## config.mk

```make
export PLATFORM = sky130hd
export DESIGN_NAME = regfile_wb_queue
export DESIGN_NICKNAME = d
export VERILOG_FILES = /design/src/rtl/regfile_wb_queue.sv
export SDC_FILE = /design/constraint.sdc
export NUM_CORES = 1
export LEC_CHECK = 0
export ABC_CLOCK_PERIOD_IN_PS = 5900
export CAP_MARGIN = 20
export CORE_ASPECT_RATIO = 1.2
export CORE_MARGIN = 4
export CORE_UTILIZATION = 57
export DETAILED_ROUTE_END_ITERATION = 10
export PLACE_DENSITY = 0.78
export SLEW_MARGIN = 30
export SYNTH_ARGS = -nofsm -noshare
export SYNTH_HDL_FRONTEND = slang
export SYNTH_SLANG_ARGS = --single-unit
```

## constraint.sdc

```tcl
create_clock -name clk -period 5.9 [get_ports clk]
set_input_delay 0.885 -clock clk [delete_from_list [all_inputs] [get_ports clk]]
set_output_delay 0.885 -clock clk [all_outputs]
set_load 0.02 [all_outputs]
```

## src/rtl/regfile_wb_queue.sv

```systemverilog
// In-order write-back queue feeding the register file write port, with youngest-first read forwarding.
// Latency: push at edge N retires at edge N+1 at the earliest; in_ready drops only when all DEPTH entries hold pending writes.
module regfile_wb_queue #(
    parameter int DEPTH = 4,
    parameter int AW    = 2
) (
    input  logic          clk,
    input  logic          reset,
    input  logic          in_valid,
    output logic          in_ready,
    input  logic [4:0]    in_wr,
    input  logic [31:0]   in_wd,
    input  logic          drain_en,
    output logic          RegWrite,
    output logic [4:0]    WR,
    output logic [31:0]   WD,
    input  logic [4:0]    RR1,
    input  logic [4:0]    RR2,
    output logic          fwd1_hit,
    output logic [31:0]   fwd1_data,
    output logic          fwd2_hit,
    output logic [31:0]   fwd2_data,
    output logic [AW:0]   count,
    output logic          empty
);

    typedef struct packed {
        logic [4:0]  wr;
        logic [31:0] wd;
    } entry_t;

    localparam logic [AW:0] DEPTH_C = (AW+1)'(DEPTH);

    entry_t           mem_q [DEPTH];
    entry_t           mem_d [DEPTH];
    logic [DEPTH-1:0] valid_q, valid_d;
    logic [AW-1:0]    head_q, head_d;
    logic [AW-1:0]    tail_q, tail_d;
    logic [AW:0]      count_q, count_d;
    logic             push, pop;
    logic [AW-1:0]    fwd_idx;

    always_comb begin
        empty    = (count_q == '0);
        count    = count_q;
        in_ready = (count_q != DEPTH_C);
        pop      = !empty && drain_en;
        RegWrite = pop;
        WR       = empty ? 5'd0  : mem_q[head_q].wr;
        WD       = empty ? 32'd0 : mem_q[head_q].wd;
        // Writes to $0 are accepted but never occupy an entry.
        push     = in_valid && in_ready && (in_wr != 5'd0);
    end

    always_comb begin
        mem_d   = mem_q;
        valid_d = valid_q;
        head_d  = head_q;
        tail_d  = tail_q;
        if (pop) begin
            valid_d[head_q] = 1'b0;
            head_d          = head_q + AW'(1);
        end
        if (push) begin
            mem_d[tail_q].wr = in_wr;
            mem_d[tail_q].wd = in_wd;
            valid_d[tail_q]  = 1'b1;
            tail_d           = tail_q + AW'(1);
        end
        count_d = count_q + (AW+1)'(push) - (AW+1)'(pop);
    end

    // Scan oldest to youngest so the last match left standing is the youngest.
    always_comb begin
        fwd1_hit  = 1'b0;
        fwd1_data = 32'd0;
        fwd2_hit  = 1'b0;
        fwd2_data = 32'd0;
        fwd_idx   = '0;
        for (int i = 0; i < DEPTH; i++) begin
            fwd_idx = head_q + AW'(i);
            if (valid_q[fwd_idx] && (RR1 != 5'd0) && (mem_q[fwd_idx].wr == RR1)) begin
                fwd1_hit  = 1'b1;
                fwd1_data = mem_q[fwd_idx].wd;
            end
            if (valid_q[fwd_idx] && (RR2 != 5'd0) && (mem_q[fwd_idx].wr == RR2)) begin
                fwd2_hit  = 1'b1;
                fwd2_data = mem_q[fwd_idx].wd;
            end
        end
    end

    always_ff @(posedge clk) begin
        if (reset) begin
            mem_q   <= '{default: '0};
            valid_q <= '0;
            head_q  <= '0;
            tail_q  <= '0;
            count_q <= '0;
        end else begin
            mem_q   <= mem_d;
            valid_q <= valid_d;
            head_q  <= head_d;
            tail_q  <= tail_d;
            count_q <= count_d;
        end
    end

endmodule

```

=== Word level (Yosys, flattened, before mapping) ===
Index checks and enable logic that the tools add are counted.

* Register bits: 159
* Bits of input ports: 51
* Output and inout port bits: 109
* Word-level logic and storage cells: 125

* Add/subtract/negate cells: 6
* Order comparisons: 13
* Equal/unequal tests: 9
* Muxes and demuxes: 50
* Bitwise operators: 8
* Reductions and logical operators: 27

{| class="wikitable"
|+ Operator list
! kind !! number
|-
| 37-bit two-way mux || 9
|-
| 32-bit two-way mux || 10
|-
| 37-bit binary-select mux with 2-bit select || 4
|-
| 148-bit bitwise mux || 2
|-
| 37-bit demux with 2-bit select || 2
|-
| 5-bit equality test || 8
|-
| 1-bit logical AND || 22
|-
| 3-bit greater-or-equal comparator (second input constant) || 5
|-
| 2-bit by 3-bit less-than comparator with 1-bit output (second input constant) || 5
|-
| 2-bit inverter with 3-bit output || 5
|-
| 5-bit nonzero test || 3
|-
| 1-bit two-way mux || 14
|-
| 1-bit binary-select mux with 2-bit select || 4
|-
| 4-bit two-way mux || 2
|-
| 5-bit two-way mux || 1
|-
| 2-bit by 1-bit adder with 2-bit output (second input constant) || 2
|-
| 2-bit adder (second input constant) || 2
|-
| 4-bit bitwise AND || 1
|-
| 1-bit demux with 2-bit select || 2
|-
| 2-bit by 1-bit greater-or-equal comparator with 1-bit output (second input constant) || 2
|-
| 4-bit inverter || 1
|-
| 4-bit OR || 1
|-
| 3-bit by 1-bit adder with 3-bit output || 1
|-
| 3-bit logical NOT || 1
|-
| 4 further kinds || 4
|}

=== Longest topological paths before layout ===
Gate-level depths: netlist of the first run.

* Depth in word-level cells: 10
* Depth in mapped cells: 17
* Mapped depth without buffers: 12

=== Worst setup path after synthesis of the first run ===
OpenSTA, ideal clock, no wires.

* Path type: register to output
* From: register head_q[0]
* To: output port fwd1_data[10]
* Data arrival time: 4.139 ns
* Data required time: 5.015 ns
* Setup slack: 0.876 ns
* Cell stages (with the launch flop): 17
* Path buffers: 8
* Cell sequence: dfxtp_1 -> buf_2 -> buf_4 -> buf_2 -> buf_2 -> buf_2 -> inv_1 -> ha_1 -> buf_6 -> mux4_2 -> xor2_1 -> a2111o_1 -> or3_1 -> buf_2 -> buf_6 -> mux2i_1 -> o221ai_1

* Elaborated cells between the ends (all ways): 43
* Those cells by class: 3 x add/sub; 4 x eq/ne; 24 x mux; 4 x bitwise; 8 x reduce/logical

{| class="wikitable"
|+ RTL lines
! element !! RTL line !! text
|-
| from (decl) || 37 || <nowiki>logic [AW-1:0] head_q, head_d;</nowiki>
|-
| from (signal assigned) || 97 || <nowiki>head_q <= '0;</nowiki>
|-
| from (signal assigned) || 103 || <nowiki>head_q <= head_d;</nowiki>
|-
| 2-bit adder * || 81 || <nowiki>fwd_idx = head_q + AW'(i);</nowiki>
|-
| via fwd_idx[0] || 41 || <nowiki>logic [AW-1:0] fwd_idx;</nowiki>
|-
| 2-bit inverter with 3-bit output (implied by the code) || 82, 84 ||
|-
| 37-bit binary-select mux with 2-bit select || 82, 84 ||
|-
| 37-bit two-way mux (implied by the code) || 82 || <nowiki>if (valid_q[fwd_idx] && (RR1 != 5'd0) && (mem_q[fwd_idx].wr == RR1)) begin</nowiki>
|-
| 37-bit two-way mux (implied by the code) || 84 || <nowiki>fwd1_data = mem_q[fwd_idx].wd;</nowiki>
|-
| 5-bit equality test || 82 ||
|-
| 1-bit logical AND || 82 ||
|-
| 32-bit two-way mux * || 82 ||
|-
| to (decl) || 20 || <nowiki>output logic [31:0] fwd1_data,</nowiki>
|}

The timed path passes the listed nets; every way through them passes the cells marked *. The select of a mux whose other input is x is not followed.

=== Worst setup path in the final report of the first run ===
* From: register head_q[0]
* To: output port fwd2_data[31]

* Longest elaborated chain between the ends: 10
* Elaborated cells between the ends (all ways): 43
* Those cells by class: 3 x add/sub; 4 x eq/ne; 24 x mux; 4 x bitwise; 8 x reduce/logical

{| class="wikitable"
|+ RTL lines
! element !! RTL line !! text
|-
| 2-bit by 1-bit adder with 2-bit output or 2-bit inverter with 3-bit output (tied branches) || 81, 86, 88 ||
|-
| 2-bit inverter with 3-bit output (implied by the code) or 37-bit binary-select mux with 2-bit select (tied branches) || 86, 88 ||
|-
| 37-bit binary-select mux with 2-bit select or 37-bit two-way mux (tied branches) || 86, 88 ||
|-
| 37-bit two-way mux (implied by the code) || 88 || <nowiki>fwd2_data = mem_q[fwd_idx].wd;</nowiki>
|-
| 37-bit two-way mux (implied by the code) or 5-bit equality test (tied branches) || 88, 86 ||
|-
| 5-bit equality test or 1-bit logical AND (tied branches) || 86 || <nowiki>if (valid_q[fwd_idx] && (RR2 != 5'd0) && (mem_q[fwd_idx].wr == RR2)) begin</nowiki>
|-
| 1-bit logical AND or 32-bit two-way mux (tied branches) || 86 ||
|-
| 32-bit two-way mux (2 in a row) || 86 ||
|-
| 32-bit two-way mux * || 86 ||
|-
| to (decl) || 22 || <nowiki>output logic [31:0] fwd2_data,</nowiki>
|}

Mark *: on every way between the ends. The rest lies on a longest branch, timed or not. The select of a mux whose other input is x is not followed.

==> flow_summary.rst, run 1 <==
.. list-table::
   :header-rows: 1

   * - Metric
     - Value
   * - Net switching share of the total power
     - 39.0%
   * - Total routing usage reported by global routing
     - 32.3%
   * - Total number of nets in the final design
     - 1538
   * - Vias per cell
     - 6.58
   * - Slew at the pin closest to its max-slew limit
     - 0.939 ns
   * - Grt ovf
     - 0
   * - Internal Pwr Total
     - 2.74 mW
   * - Seq/Total Area, Yosys
     - 27.1%
   * - DRT iter0 DRCs
     - 1447
   * - Synth unique cells
     - 47
   * - Minimum clock period after layout
     - 5.59 ns
   * - Fraction of the mapped netlist area in compound gates
     - 15.7%
   * - Flops & latches, synth
     - 159
   * - Clock latency on the worst-skew pair
     - 0.44 ns
   * - Sequential share of power
     - 28.5%
   * - Max_cap viols
     - 0
   * - Post-synthesis xor/xnor area fraction
     - 3.35%
   * - Site Rows
     - 57
   * - CTS H-tree lvls
     - 4
   * - Total die area
     - 23000 um2
   * - Cell area power density
     - 319 nW/um2
   * - Port-buffer cells
     - 159
   * - Average cell area after synthesis
     - 8.40 um2
   * - Largest vdd supply drop
     - 0.000267 V
   * - Starting density of the core
     - 58.1%
   * - Share of power burned in combinational logic
     - 44.4%
   * - Cells on worst reg2reg path
     - 10
   * - Synthesized net count
     - 1462
   * - Boundary pin count
     - 160
   * - GP Congestion
     - 0.922
   * - Half-perimeter wire length of the detailed placement result
     - 24.2 mm
   * - Core area
     - 20300 um2
   * - Clock power share
     - 27.1%
   * - Final Cycle Share
     - 94.8%
   * - Min-Delay Path Depth
     - 2
   * - Critical setup path kind
     - reg -> out
   * - Drt drc
     - 0
   * - CTS Root Buffer Type
     - sky130_fd_sc_hd__clkbuf_16
   * - Netlist Area Pre-Place
     - 11800 um2
   * - Area growth from synthesis to layout
     - 19.8%
   * - Total Routed Length
     - 37.7 mm
   * - Total negative slack for setup checks
     - 0 ns
   * - Status
     - completed
   * - Cell chain of the critical path
     - buf_12, buf_16, mux4_2, xnor2_1, nand4_1, nor3_4, buf_4, nor2_1, a211oi_1, clkdlybuf4s50_1
   * - Drt first pass iters
     - 6
   * - Slowest Stage Delay on Critical Path
     - 0.65 ns
   * - Worst setup skew after layout
     - 0.0126 ns
   * - Number of antenna violations at the first check in global routing
     - 0
   * - Synth Area in Simple Gates
     - 18.9%
   * - Startpoint Class
     - register
   * - Vias in the first global route
     - 11.4k
   * - Hold violation count in the final report
     - 0
   * - Pin count of the biggest net entering global routing
     - 160
   * - Tightest hold margin
     - 0.480 ns
   * - Slew Viols, Final
     - 0
   * - Clock tree buffer depth
     - 2
   * - Largest family of logic cells by synthesized area
     - multiplexers
   * - Timing-limited maximum frequency
     - 179 MHz
   * - Total number of vias
     - 11.6k
   * - Relative max-transition margin
     - 37.3%
   * - Worst Path Arrival
     - 4.71 ns
   * - Critical path required time
     - 5.02 ns
   * - Adder and majority cell fraction of the synthesized area
     - 1.23%
   * - Most common library cell in the layout ignoring fill and taps
     - sky130_fd_sc_hd__nand2_1
   * - Type of destination of the critical path
     - primary output
   * - NetSw
     - 1.75 mW
   * - Mux cell area share after synthesis
     - 28.3%
   * - Number of setup violations in the final report
     - 0
   * - Clock tree from TritonCTS
     - yes
   * - Cells after Synth
     - 1400
   * - Maximum fanout count along the critical path
     - 89
   * - Minimum setup slack among reg-to-reg paths
     - 2.86 ns
   * - Vert. Die Dim
     - 165 um
   * - Share of final-layout standard cells stronger than drive strength 1
     - 11.8%
   * - Static Leak
     - 5.03 nW
   * - Post-detailed-route count of antenna-violating nets
     - 0
   * - Class of the most critical hold timing path
     - reg -> reg
   * - Clock slew seen by the registers of the worst setup and hold paths
     - 0.07 ns
   * - Wire per inst
     - 21.5 um
   * - Number of buffers created by CTS
     - 17
   * - Commonest cells after routing, fill and taps aside
     - sky130_fd_sc_hd__nand2_1 (432), sky130_fd_sc_hd__a21oi_1 (180), sky130_fd_sc_hd__clkdlybuf4s50_1 (158)
   * - Yosys synthesis warning count
     - 0
   * - Unrepaired setup endpoints after global routing
     - false
   * - Slowest cell on the critical path
     - sky130_fd_sc_hd__clkdlybuf4s50_1
   * - Horizontal die dimension
     - 139 um
   * - Wire length of the first global-routing pass
     - 59.9 mm
   * - # clock sinks
     - 159
area by class of cell:
type	count	area (um2)
diodes	1	2.50
fillers	1643	6170
repair buffers	192	1890
well taps	265	332
flip-flops and latches	159	3190
clock buffers	18	439
inverters	8	30.0
clock inverters	14	205
multi-input cells	1098	8010
registers in the layout (all words and copies together) (netlist names):
register,flops
tail_q,2
mem_q,148
valid_q,4
head_q,2
count,3
path summary, 6_finish.rpt:
| path | start | endpoint |
|---|---|---|
| setup reg to reg | count[1] | count[2] |
| hold / removal | mem_q[123] | mem_q[123] |
| setup / recovery | head_q[0] | fwd2_data[31] |
| hold reg to reg | mem_q[123] | mem_q[123] |
cell usage after synthesis (all sizes together):
master	n	share of area, %
o211ai	2	0.13
o31ai	3	0.19
nand4	5	0.27
dfxtp	159	27
nor2	23	0.73
xnor2	31	2.3
a22oi	1	0.064
fa	1	0.17
nor4	3	0.27
nand2	434	14
nor2b	39	2.1
inv	8	0.26
a221o	26	2.2
a21bo	1	0.085
or2	2	0.11
mux2i	126	11
a2111o	1	0.096
nor3b	1	0.064
and2	6	0.32
a21o	3	0.19
nor3	7	0.44
mux4	92	18
ha	10	1.1
or3	1	0.053
xor2	14	1.0
clkbuf	86	2.7
a221oi	2	0.15
o221ai	29	2.2
and3	5	0.27
a21oi	180	7.7
o211a	1	0.085
o21ai	3	0.13
nand3	7	0.30
or4	2	0.13
a22o	26	1.9
buf	49	2.3
a311oi	1	0.074
a211oi	9	0.57
nor4b	1	0.074
per-layer routing:
metal / vias to the layer above / wire (um) / track usage [%]
li1: 5164 / - / -
met1: 5634 / 14400 / 39.4
met2: 625 / 18600 / 55.4
met3: 133 / 3230 / 5.62
met4: 0 / 1530 / 16.5
met5: - / 0 / 0
critical path, delay by kind of cell (launching register included):
kind	cells	cell delay, ns
buf+inv	4	1.86
mux	1	0.64
simple gates	3	0.93
flops	1	0.36
compound gates	1	0.30
xor+xnor	1	0.16
metrics by stage:
step	setup WS [ns]	instance area [um2]	util (%)	std cells	power, mW
2_1_floorplan	0.876	11800	-	1400	2.75
3_3_place_gp	0.649	13400	66.0	1718	3.21
3_5_place_dp	0.661	13400	66.1	1718	3.26
4_1_cts	0.174	14000	69.3	1750	4.46
5_1_grt	0.0887	14100	69.5	1754	4.68
6_report	0.308	14100	69.6	1755	4.49
kinds of logic (layout without fill, tap and decap cells):
kind of cell,count (synthesis),after routing
AOI/OAI and AO/OA,288,288
xor gates and xnor gates,45,45
adders and majority gates,11,11
buffers and inverters,143,232
DFF,159,159
muxes,218,218
other,0,1
and+or+nand+nor,536,536
what timing repair did:
action	4_1_cts	5_1_grt
endpoints found under the setup margin	0	1
buffers inserted	0	3
resized for setup	0	0
endpoints found under the hold margin	0	0
hold buffers	0	0
power by group through the flow:
stage	Combinational, mW	Sequential (mW)	Clock, mW
5_1_grt	2.13	1.30	1.26
6_report	1.99	1.28	1.22
3_5_place_dp	1.96	1.30	0
3_3_place_gp	1.91	1.29	0
2_1_floorplan	1.48	1.27	0
4_1_cts	1.97	1.28	1.21
No activity file was read; power rests on OpenSTA's default activity.
==> run 2: changes to the inputs <==
Settings changed: CTS_CLUSTER_DIAMETER set to 100.
==> results of run 2 <==
Final layout, timing and power as in run 1 (identical DEF).
==> run 3: changes to the inputs <==
Settings changed: SKIP_CTS_REPAIR_TIMING set to 1.
==> results of run 3 <==
Final layout, timing and power as in run 1 (identical DEF).
